## config.mk

```make
export PLATFORM = sky130hd
export DESIGN_NAME = scan_counter_n_flat
export DESIGN_NICKNAME = d
export VERILOG_FILES = /design/src/rtl/scan_counter_n_if.sv /design/src/rtl/scan_counter_n.sv /design/src/flat_wrapper.sv
export SDC_FILE = /design/constraint.sdc
export NUM_CORES = 1
export LEC_CHECK = 0
export ABC_AREA = 1
export BUFFER_PORTS_ARGS = -buffer_cell sky130_fd_sc_hd__buf_2
export CAP_MARGIN = 30
export CORE_MARGIN = 2
export CORE_UTILIZATION = 35
export CTS_CLUSTER_SIZE = 14
export DETAILED_ROUTE_END_ITERATION = 7
export GPL_TIMING_DRIVEN = 1
export HOLD_SLACK_MARGIN = 0.15
export PLACE_DENSITY = 0.59
export SYNTH_ARGS = -nofsm -noshare
export SYNTH_HDL_FRONTEND = slang
export SYNTH_SLANG_ARGS = --single-unit
```

## constraint.sdc

```tcl
create_clock -name clock50Mhz -period 1.8 [get_ports clock50Mhz]
set_input_delay 0 -clock clock50Mhz [delete_from_list [all_inputs] [get_ports clock50Mhz]]
set_output_delay 0 -clock clock50Mhz [all_outputs]
set_load 0.05 [all_outputs]
```

## src/rtl/scan_counter_n_if.sv

```systemverilog
// Shared command-bus view of the scan counter register block.
// Byte path: addr/data/write; word path: data32/write32 (same addr); read byte: data_out.
// master = command block side, slave = scan_counter_n side; no backpressure, writes are single-cycle strobes.
interface scan_counter_n_if;
    logic [7:0]  addr;
    logic [7:0]  data;
    logic        write;
    logic [31:0] data32;
    logic        write32;
    logic [7:0]  data_out;

    modport master (output addr, data, write, data32, write32, input  data_out);
    modport slave  (input  addr, data, write, data32, write32, output data_out);
endinterface

```

## src/rtl/scan_counter_n.sv

```systemverilog
// Multi-channel gated pulse counter: counts rising edges on count_in during a window opened by start_step.
// Latency: 3 cycles pin edge to count; results/time_out valid together with the result_valid pulse.
// No backpressure: bus writes are one-cycle strobes and are always accepted; reads are combinational.
// Ports: clock50Mhz, key_restart (async active-low), bus (scan_counter_n_if.slave), count_in,
//        start_step/stop_step strobes, busy, result_valid, time_out, signals_out.
// Build option: define SCAN_COUNTER_SAT_EN for saturating channel counters with sticky overflow (STATUS bit2).
module scan_counter_n #(
    parameter int         N_CH   = 4,
    parameter int         CNT_W  = 32,
    parameter int         TIME_W = 32,
    parameter logic [7:0] BASE   = 8'h40
) (
    input  logic              clock50Mhz,
    input  logic              key_restart,
    scan_counter_n_if.slave   bus,
    input  logic [N_CH-1:0]   count_in,
    input  logic              start_step,
    input  logic              stop_step,
    output logic              busy,
    output logic              result_valid,
    output logic [TIME_W-1:0] time_out,
    output logic [CNT_W-1:0]  signals_out
);
    localparam logic [7:0] A_CTRL = BASE;
    localparam logic [7:0] A_SEL  = BASE + 8'd1;
    localparam logic [7:0] A_WIN  = BASE + 8'd2;
    localparam logic [7:0] A_STAT = BASE + 8'd3;
    localparam logic [7:0] A_RES  = BASE + 8'd4;

    typedef enum logic [1:0] {S_IDLE, S_COUNT, S_LATCH} state_t;

    state_t             state_q, state_d;
    logic               en_q, clr_q;
    logic [7:0]         sel_q;
    logic [TIME_W-1:0]  win_q, win_sh_q, time_q, time_res_q;
    logic [CNT_W-1:0]   cnt_q [N_CH];
    logic [CNT_W-1:0]   res_q [N_CH];
    logic [N_CH-1:0]    sync1_q, sync2_q, sync3_q;
    logic [N_CH-1:0]    edge_w, inc_w;
    logic               result_ready_q, result_valid_q;
    logic               start_go, close_win, busy_w, latch_w, ovf_any;
    logic [2:0]         ch_sel;
    logic [CNT_W-1:0]   sig_w;
    logic [31:0]        rd_word;
    logic [7:0]         rd_dat;

    // Register writes. CLR is a one-cycle pulse so latched results clear the cycle after the write.
    always_ff @(posedge clock50Mhz or negedge key_restart) begin
        if (!key_restart) begin
            en_q  <= 1'b0;
            clr_q <= 1'b0;
            sel_q <= '0;
            win_q <= '0;
        end else begin
            clr_q <= bus.write && (bus.addr == A_CTRL) && bus.data[1];
            if (bus.write && (bus.addr == A_CTRL)) en_q  <= bus.data[0];
            if (bus.write && (bus.addr == A_SEL))  sel_q <= bus.data;
            if (bus.write32 && (bus.addr == A_WIN)) win_q <= TIME_W'(bus.data32);
        end
    end

    // 2-FF synchroniser plus one register for edge detection.
    always_ff @(posedge clock50Mhz or negedge key_restart) begin
        if (!key_restart) begin
            sync1_q <= '0;
            sync2_q <= '0;
            sync3_q <= '0;
        end else begin
            sync1_q <= count_in;
            sync2_q <= sync1_q;
            sync3_q <= sync2_q;
        end
    end
    assign edge_w = sync2_q & ~sync3_q;

    assign start_go  = (state_q == S_IDLE) && start_step && en_q && (win_q != '0);
    // Compared against the value shadowed at start so WIN writes only affect the next window.
    assign close_win = (time_q == (win_sh_q - TIME_W'(1))) || stop_step || !en_q;

    always_ff @(posedge clock50Mhz or negedge key_restart) begin
        if (!key_restart) state_q <= S_IDLE;
        else              state_q <= state_d;
    end

    always_comb begin
        state_d = state_q;
        case (state_q)
            S_IDLE:  if (start_go)  state_d = S_COUNT;
            S_COUNT: if (close_win) state_d = S_LATCH;
            S_LATCH: state_d = S_IDLE;
            default: state_d = S_IDLE;
        endcase
    end

    always_comb begin
        busy_w  = (state_q == S_COUNT);
        latch_w = (state_q == S_LATCH);
    end

`ifdef SCAN_COUNTER_SAT_EN
    logic [N_CH-1:0] full_w;
    logic [N_CH-1:0] ovf_q;

    always_comb begin
        full_w = '0;
        inc_w  = '0;
        for (int i = 0; i < N_CH; i++) begin
            full_w[i] = (cnt_q[i] == {CNT_W{1'b1}});
            inc_w[i]  = busy_w && edge_w[i] && !full_w[i];
        end
    end

    // Sticky: an edge that would have wrapped a full counter.
    always_ff @(posedge clock50Mhz or negedge key_restart) begin
        if (!key_restart)            ovf_q <= '0;
        else if (clr_q || start_go)  ovf_q <= '0;
        else if (busy_w)             ovf_q <= ovf_q | (edge_w & full_w);
    end
    assign ovf_any = |ovf_q;
`else
    always_comb begin
        inc_w = '0;
        for (int i = 0; i < N_CH; i++) inc_w[i] = busy_w && edge_w[i];
    end
    assign ovf_any = 1'b0;
`endif

    // Live counters; the cycle the window closes still counts and still advances time.
    always_ff @(posedge clock50Mhz or negedge key_restart) begin
        if (!key_restart) begin
            time_q   <= '0;
            win_sh_q <= '0;
            for (int i = 0; i < N_CH; i++) cnt_q[i] <= '0;
        end else if (start_go) begin
            time_q   <= '0;
            win_sh_q <= win_q;
            for (int i = 0; i < N_CH; i++) cnt_q[i] <= '0;
        end else if (busy_w) begin
            time_q <= time_q + TIME_W'(1);
            for (int i = 0; i < N_CH; i++)
                if (inc_w[i]) cnt_q[i] <= cnt_q[i] + CNT_W'(1);
        end
    end

    // Latched results; a LATCH coinciding with a CLR keeps the fresh results.
    always_ff @(posedge clock50Mhz or negedge key_restart) begin
        if (!key_restart) begin
            time_res_q     <= '0;
            result_ready_q <= 1'b0;
            result_valid_q <= 1'b0;
            for (int i = 0; i < N_CH; i++) res_q[i] <= '0;
        end else begin
            result_valid_q <= latch_w;
            if (clr_q) begin
                time_res_q     <= '0;
                result_ready_q <= 1'b0;
                for (int i = 0; i < N_CH; i++) res_q[i] <= '0;
            end
            if (start_go) result_ready_q <= 1'b0;
            if (latch_w) begin
                time_res_q     <= time_q;
                result_ready_q <= 1'b1;
                for (int i = 0; i < N_CH; i++) res_q[i] <= cnt_q[i];
            end
        end
    end

    // Channel select: out-of-range channel numbers fall back to channel 0.
    always_comb begin
        ch_sel = (int'(sel_q[2:0]) < N_CH) ? sel_q[2:0] : 3'd0;
        sig_w  = '0;
        for (int i = 0; i < N_CH; i++)
            if (ch_sel == 3'(i)) sig_w = res_q[i];
    end

    always_comb begin
        rd_word = 32'(sig_w);
        rd_dat  = 8'h00;
        case (bus.addr)
            A_CTRL: rd_dat = {7'b0, en_q};
            A_SEL:  rd_dat = sel_q;
            A_STAT: rd_dat = {5'b0, ovf_any, result_ready_q, busy_w};
            A_RES: begin
                case (sel_q[7:6])
                    2'd0:    rd_dat = rd_word[7:0];
                    2'd1:    rd_dat = rd_word[15:8];
                    2'd2:    rd_dat = rd_word[23:16];
                    default: rd_dat = rd_word[31:24];
                endcase
            end
            default: rd_dat = 8'h00;
        endcase
    end

    assign bus.data_out  = rd_dat;
    assign busy          = busy_w;
    assign result_valid  = result_valid_q;
    assign time_out      = time_res_q;
    assign signals_out   = sig_w;
endmodule

```

## src/flat_wrapper.sv

```systemverilog
// flat-port wrapper written by rule: the top's interface ports become plain ports
module scan_counter_n_flat 
#(
    parameter int         N_CH   = 4,
    parameter int         CNT_W  = 32,
    parameter int         TIME_W = 32,
    parameter logic [7:0] BASE   = 8'h40
)
  (clock50Mhz, key_restart, count_in, start_step, stop_step, busy, result_valid, time_out, signals_out, bus_addr, bus_data, bus_write, bus_data32, bus_write32, bus_data_out);
  scan_counter_n_if bus_i ();
  input  logic clock50Mhz;
  input  logic key_restart;
  input  logic [N_CH-1:0] count_in;
  input  logic start_step;
  input  logic stop_step;
  output logic busy;
  output logic result_valid;
  output logic [TIME_W-1:0] time_out;
  output logic [CNT_W-1:0] signals_out;
  input wire logic [$bits(bus_i.addr)-1:0] bus_addr;
  input wire logic [$bits(bus_i.data)-1:0] bus_data;
  input wire logic [$bits(bus_i.write)-1:0] bus_write;
  input wire logic [$bits(bus_i.data32)-1:0] bus_data32;
  input wire logic [$bits(bus_i.write32)-1:0] bus_write32;
  output wire logic [$bits(bus_i.data_out)-1:0] bus_data_out;
  assign bus_i.addr = bus_addr;
  assign bus_i.data = bus_data;
  assign bus_i.write = bus_write;
  assign bus_i.data32 = bus_data32;
  assign bus_i.write32 = bus_write32;
  assign bus_data_out = bus_i.data_out;
  scan_counter_n #(.N_CH(N_CH), .CNT_W(CNT_W), .TIME_W(TIME_W), .BASE(BASE)) u_core (.clock50Mhz(clock50Mhz), .key_restart(key_restart), .bus(bus_i), .count_in(count_in), .start_step(start_step), .stop_step(stop_step), .busy(busy), .result_valid(result_valid), .time_out(time_out), .signals_out(signals_out));
endmodule
```

==> impl_metrics.env <==
export IMPL_arrival_ns=2.61
export IMPL_wl_per_cell_um=19.7
export IMPL_synth_edf_count=0
export IMPL_hold_class="in -> reg"
export IMPL_vias=21700
export IMPL_required_ns=1.80
export IMPL_maxCapViolCount=0
export IMPL_synth_nets=2734
export IMPL_syn_inst=2670
export IMPL_synth_most_common_cell="nand2_1"
export IMPL_cts_buffer_depth=3
export IMPL_grt_max_degree=99
export IMPL_wl_um=82300
export IMPL_tritoncts="done"
export IMPL_fin_util=0.558
export IMPL_crit_path_end_kind="output pin"
export IMPL_clock_sinks=410
export IMPL_nets=3426
export IMPL_via_per_inst=5.20
export IMPL_ant_nets=0
export IMPL_cts_max_level=2
export IMPL_worst_slack_ns=-0.813
export IMPL_first_global_vias=21400
export IMPL_grt_use_total=0.243
export IMPL_power_density_mw_per_mm2=946
export IMPL_start_kind="flop"
export IMPL_synth_area_top_cells="dfrtp_1 48%, nand2_1 8.1%, inv_1 8.1%"
export IMPL_path_max_fanout=6
export IMPL_root_buffer="clkbuf_16"
export IMPL_drc_errors=0
export IMPL_insertion_delay_ns=0.60
export IMPL_start_util=0.353
export IMPL_status="finished with violations"
export IMPL_die_y_um=250
export IMPL_grt_overflow_total=0
export IMPL_die_area_mm2=0.0626
export IMPL_gp_congestion=0.946
export IMPL_drtIter0Drc=1618
export IMPL_yosysSeqAreaShare=0.484
export IMPL_port_buffers=131
export IMPL_rsz0062_at_grt="yes"
export IMPL_drt_pass1_iterations=8
export IMPL_synth_top_area_share=0.484
export IMPL_slew_limit_headroom=0.577
export IMPL_dp_hpwl_um=54400
export IMPL_ir_worst_vdd_mv=0.802
export IMPL_fp_coreArea_mm2=0.0601
export IMPL_worstHoldPathCells=6
export IMPL_path_class="reg -> out"
export IMPL_max_freq_mhz=383
export IMPL_worst_pin_slew_ns=0.632
export IMPL_cts_buffers_inserted=50
export IMPL_area_growth_pct=58.2
export IMPL_avgSynthCellArea_um2=7.94
export IMPL_period_minus_slack_ns=2.61
export IMPL_clk_pin_slew_ns=0.06
export IMPL_whs_ns=0.222
export IMPL_leakagePower_nw=15.6
export IMPL_drive_gt1_frac=0.369
export IMPL_finalClockSkew_ns=0.0206
export IMPL_synth_largest_area_cell="dfrtp_1"
export IMPL_finalMaxSlewViolations=0
export IMPL_violations="setup timing"
export IMPL_antenna_found_initial=2
export IMPL_async_flop_share=1.00
export IMPL_ys_types=46
export IMPL_ys_warn_count=0
export IMPL_pin_count=132
export IMPL_setup_viol=235
export IMPL_rows=90
export IMPL_die_w_um=250
export IMPL_synth_flop_cell="dfrtp_1"
export IMPL_rr_worst_depth=12
export IMPL_grt_pass1_wl_um=120000
export IMPL_hold_violations=0
export IMPL_min_period_over_period=1.45
export IMPL_yosys_top_cells_count="459 x nand2_1, 455 x inv_1, 410 x dfrtp_1"
export IMPL_ys_ff_latch=410
export IMPL_synth_area_mm2=0.0212
## path summary, 6_finish.rpt
check	from	endpoint	slack (ns)
max in group asynchronous	key_restart	u_core.win_sh_q[16]	0.39
setup reg to reg	u_core.win_q[13]	u_core.cnt_q[100]	-0.45
hold / removal	bus_addr[3]	u_core.sel_q[0]	0.22
hold reg to reg	u_core.sync1_q[3]	u_core.sync2_q[3]	0.35
setup / recovery	u_core.sel_q[2]	bus_data_out[0]	-0.81
min in group asynchronous	key_restart	u_core.sync1_q[1]	0.54
## power breakdown
| part | total (mW) | switching, mW | internal (mW) | leakage (nW) |
|---|---|---|---|---|
| Sequential | 11.8 | 1.22 | 10.6 | 5.27 |
| Combinational | 9.52 | 5.44 | 4.08 | 9.49 |
| Clock | 10.4 | 4.12 | 6.29 | 0.817 |
| Total | 31.7 | 10.8 | 20.9 | 15.6 |
## cell families after synthesis
| group | count (synthesis) | share of synthesized area |
|---|---|---|
| fa+ha+maj | 6 | 0.00354 |
| compound gates | 471 | 0.126 |
| buf+inv | 556 | 0.0997 |
| xor+xnor | 95 | 0.0399 |
| mux | 24 | 0.0127 |
| flops | 410 | 0.484 |
| simple gates | 1108 | 0.235 |
## final cells by class
cell class | instances | area, um^2
Fill cell | 5215 | 26600
Antenna cell | 1 | 2.50
Tap cell | 782 | 978
Clock buffer | 74 | 1450
Multi-Input combinational cell | 1704 | 11800
Clock inverter | 17 | 229
Inverter | 467 | 1820
Sequential cell | 410 | 10300
Timing Repair Buffer | 729 | 7030
## timing repair
| action | in CTS | in global routing |
|---|---|---|
| setup endpoints to repair | 236 | 238 |
| hold buffers | 97 | 0 |
| cloned | 11 | 22 |
| gates resized for setup | 436 | 520 |
| setup buffers | 41 | 53 |
| hold endpoints to repair | 463 | 0 |
| pin swaps | 71 | 101 |
## routing by layer
layer / vias to the layer above / global-route usage / wire length, um
li1: 10200 / - / -
met1: 10700 / 0.319 / 34200
met5: - / 0 / 11
met2: 713 / 0.418 / 40700
met3: 174 / 0.0315 / 4650
met4: 2 / 0.0737 / 2830
## through the flow
stage          setup TNS [ns]  worst slack, ns  cell area [um^2]  instances  total power, mW
6_report               -83.98           -0.813             33500       4184             31.7
5_1_grt               -110.58           -0.891             33500       4184             33.1
4_1_cts                -60.93           -0.732             30900       4117             30.7
3_5_place_dp           -47.52           -0.370             26200       3887             19.3
3_3_place_gp           -41.70           -0.396             26200       3887             19.1
2_1_floorplan          -0.454          -0.0685             21800       2670             15.5
## state kept, by name (all words and copies together) (netlist names)
| register | count |
|---|---|
| u_core.time_q | 32 |
| u_core.sync3_q | 4 |
| u_core.result_ready_q | 1 |
| u_core.result_valid | 1 |
| u_core.res_q | 128 |
| u_core.sel_q | 8 |
| u_core.state_q | 2 |
| u_core.sync1_q | 4 |
| u_core.cnt_q | 128 |
| u_core.clr_q | 1 |
| u_core.time_out | 32 |
| u_core.en_q | 1 |
| u_core.win_q | 32 |
| u_core.win_sh_q | 32 |
| u_core.sync2_q | 4 |
## critical path, cell delays in order (launching register included)
cell      delay, ns
dfrtp_1        0.41
inv_2          0.12
nand2_4        0.07
nand2_8        0.12
buf_12         0.14
buf_8          0.11
o22ai_4        0.08
inv_2          0.08
nand3_4        0.10
o21ai_2        0.19
nand3_2        0.11
o211ai_1       0.19
nand2_2        0.11
buf_8          0.16
## cells in the final DEF, fill, tap and decap left out, types with 56 or more instances in the layout
cell type	synthesis	final
inv_1	455	436
dfrtp_1	410	409
buf_4	0	370
nand2_1	459	354
nor2_1	244	175
o22ai_1	174	160
nand3_1	142	101
dlygate4sd3_1	0	97
o21ai_2	0	89
buf_2	14	89
xor2_1	82	82
nor3_1	100	78
clkbuf_16	0	69
buf_6	1	67
nand2_2	8	56
(Power assumes the default switching activity.)
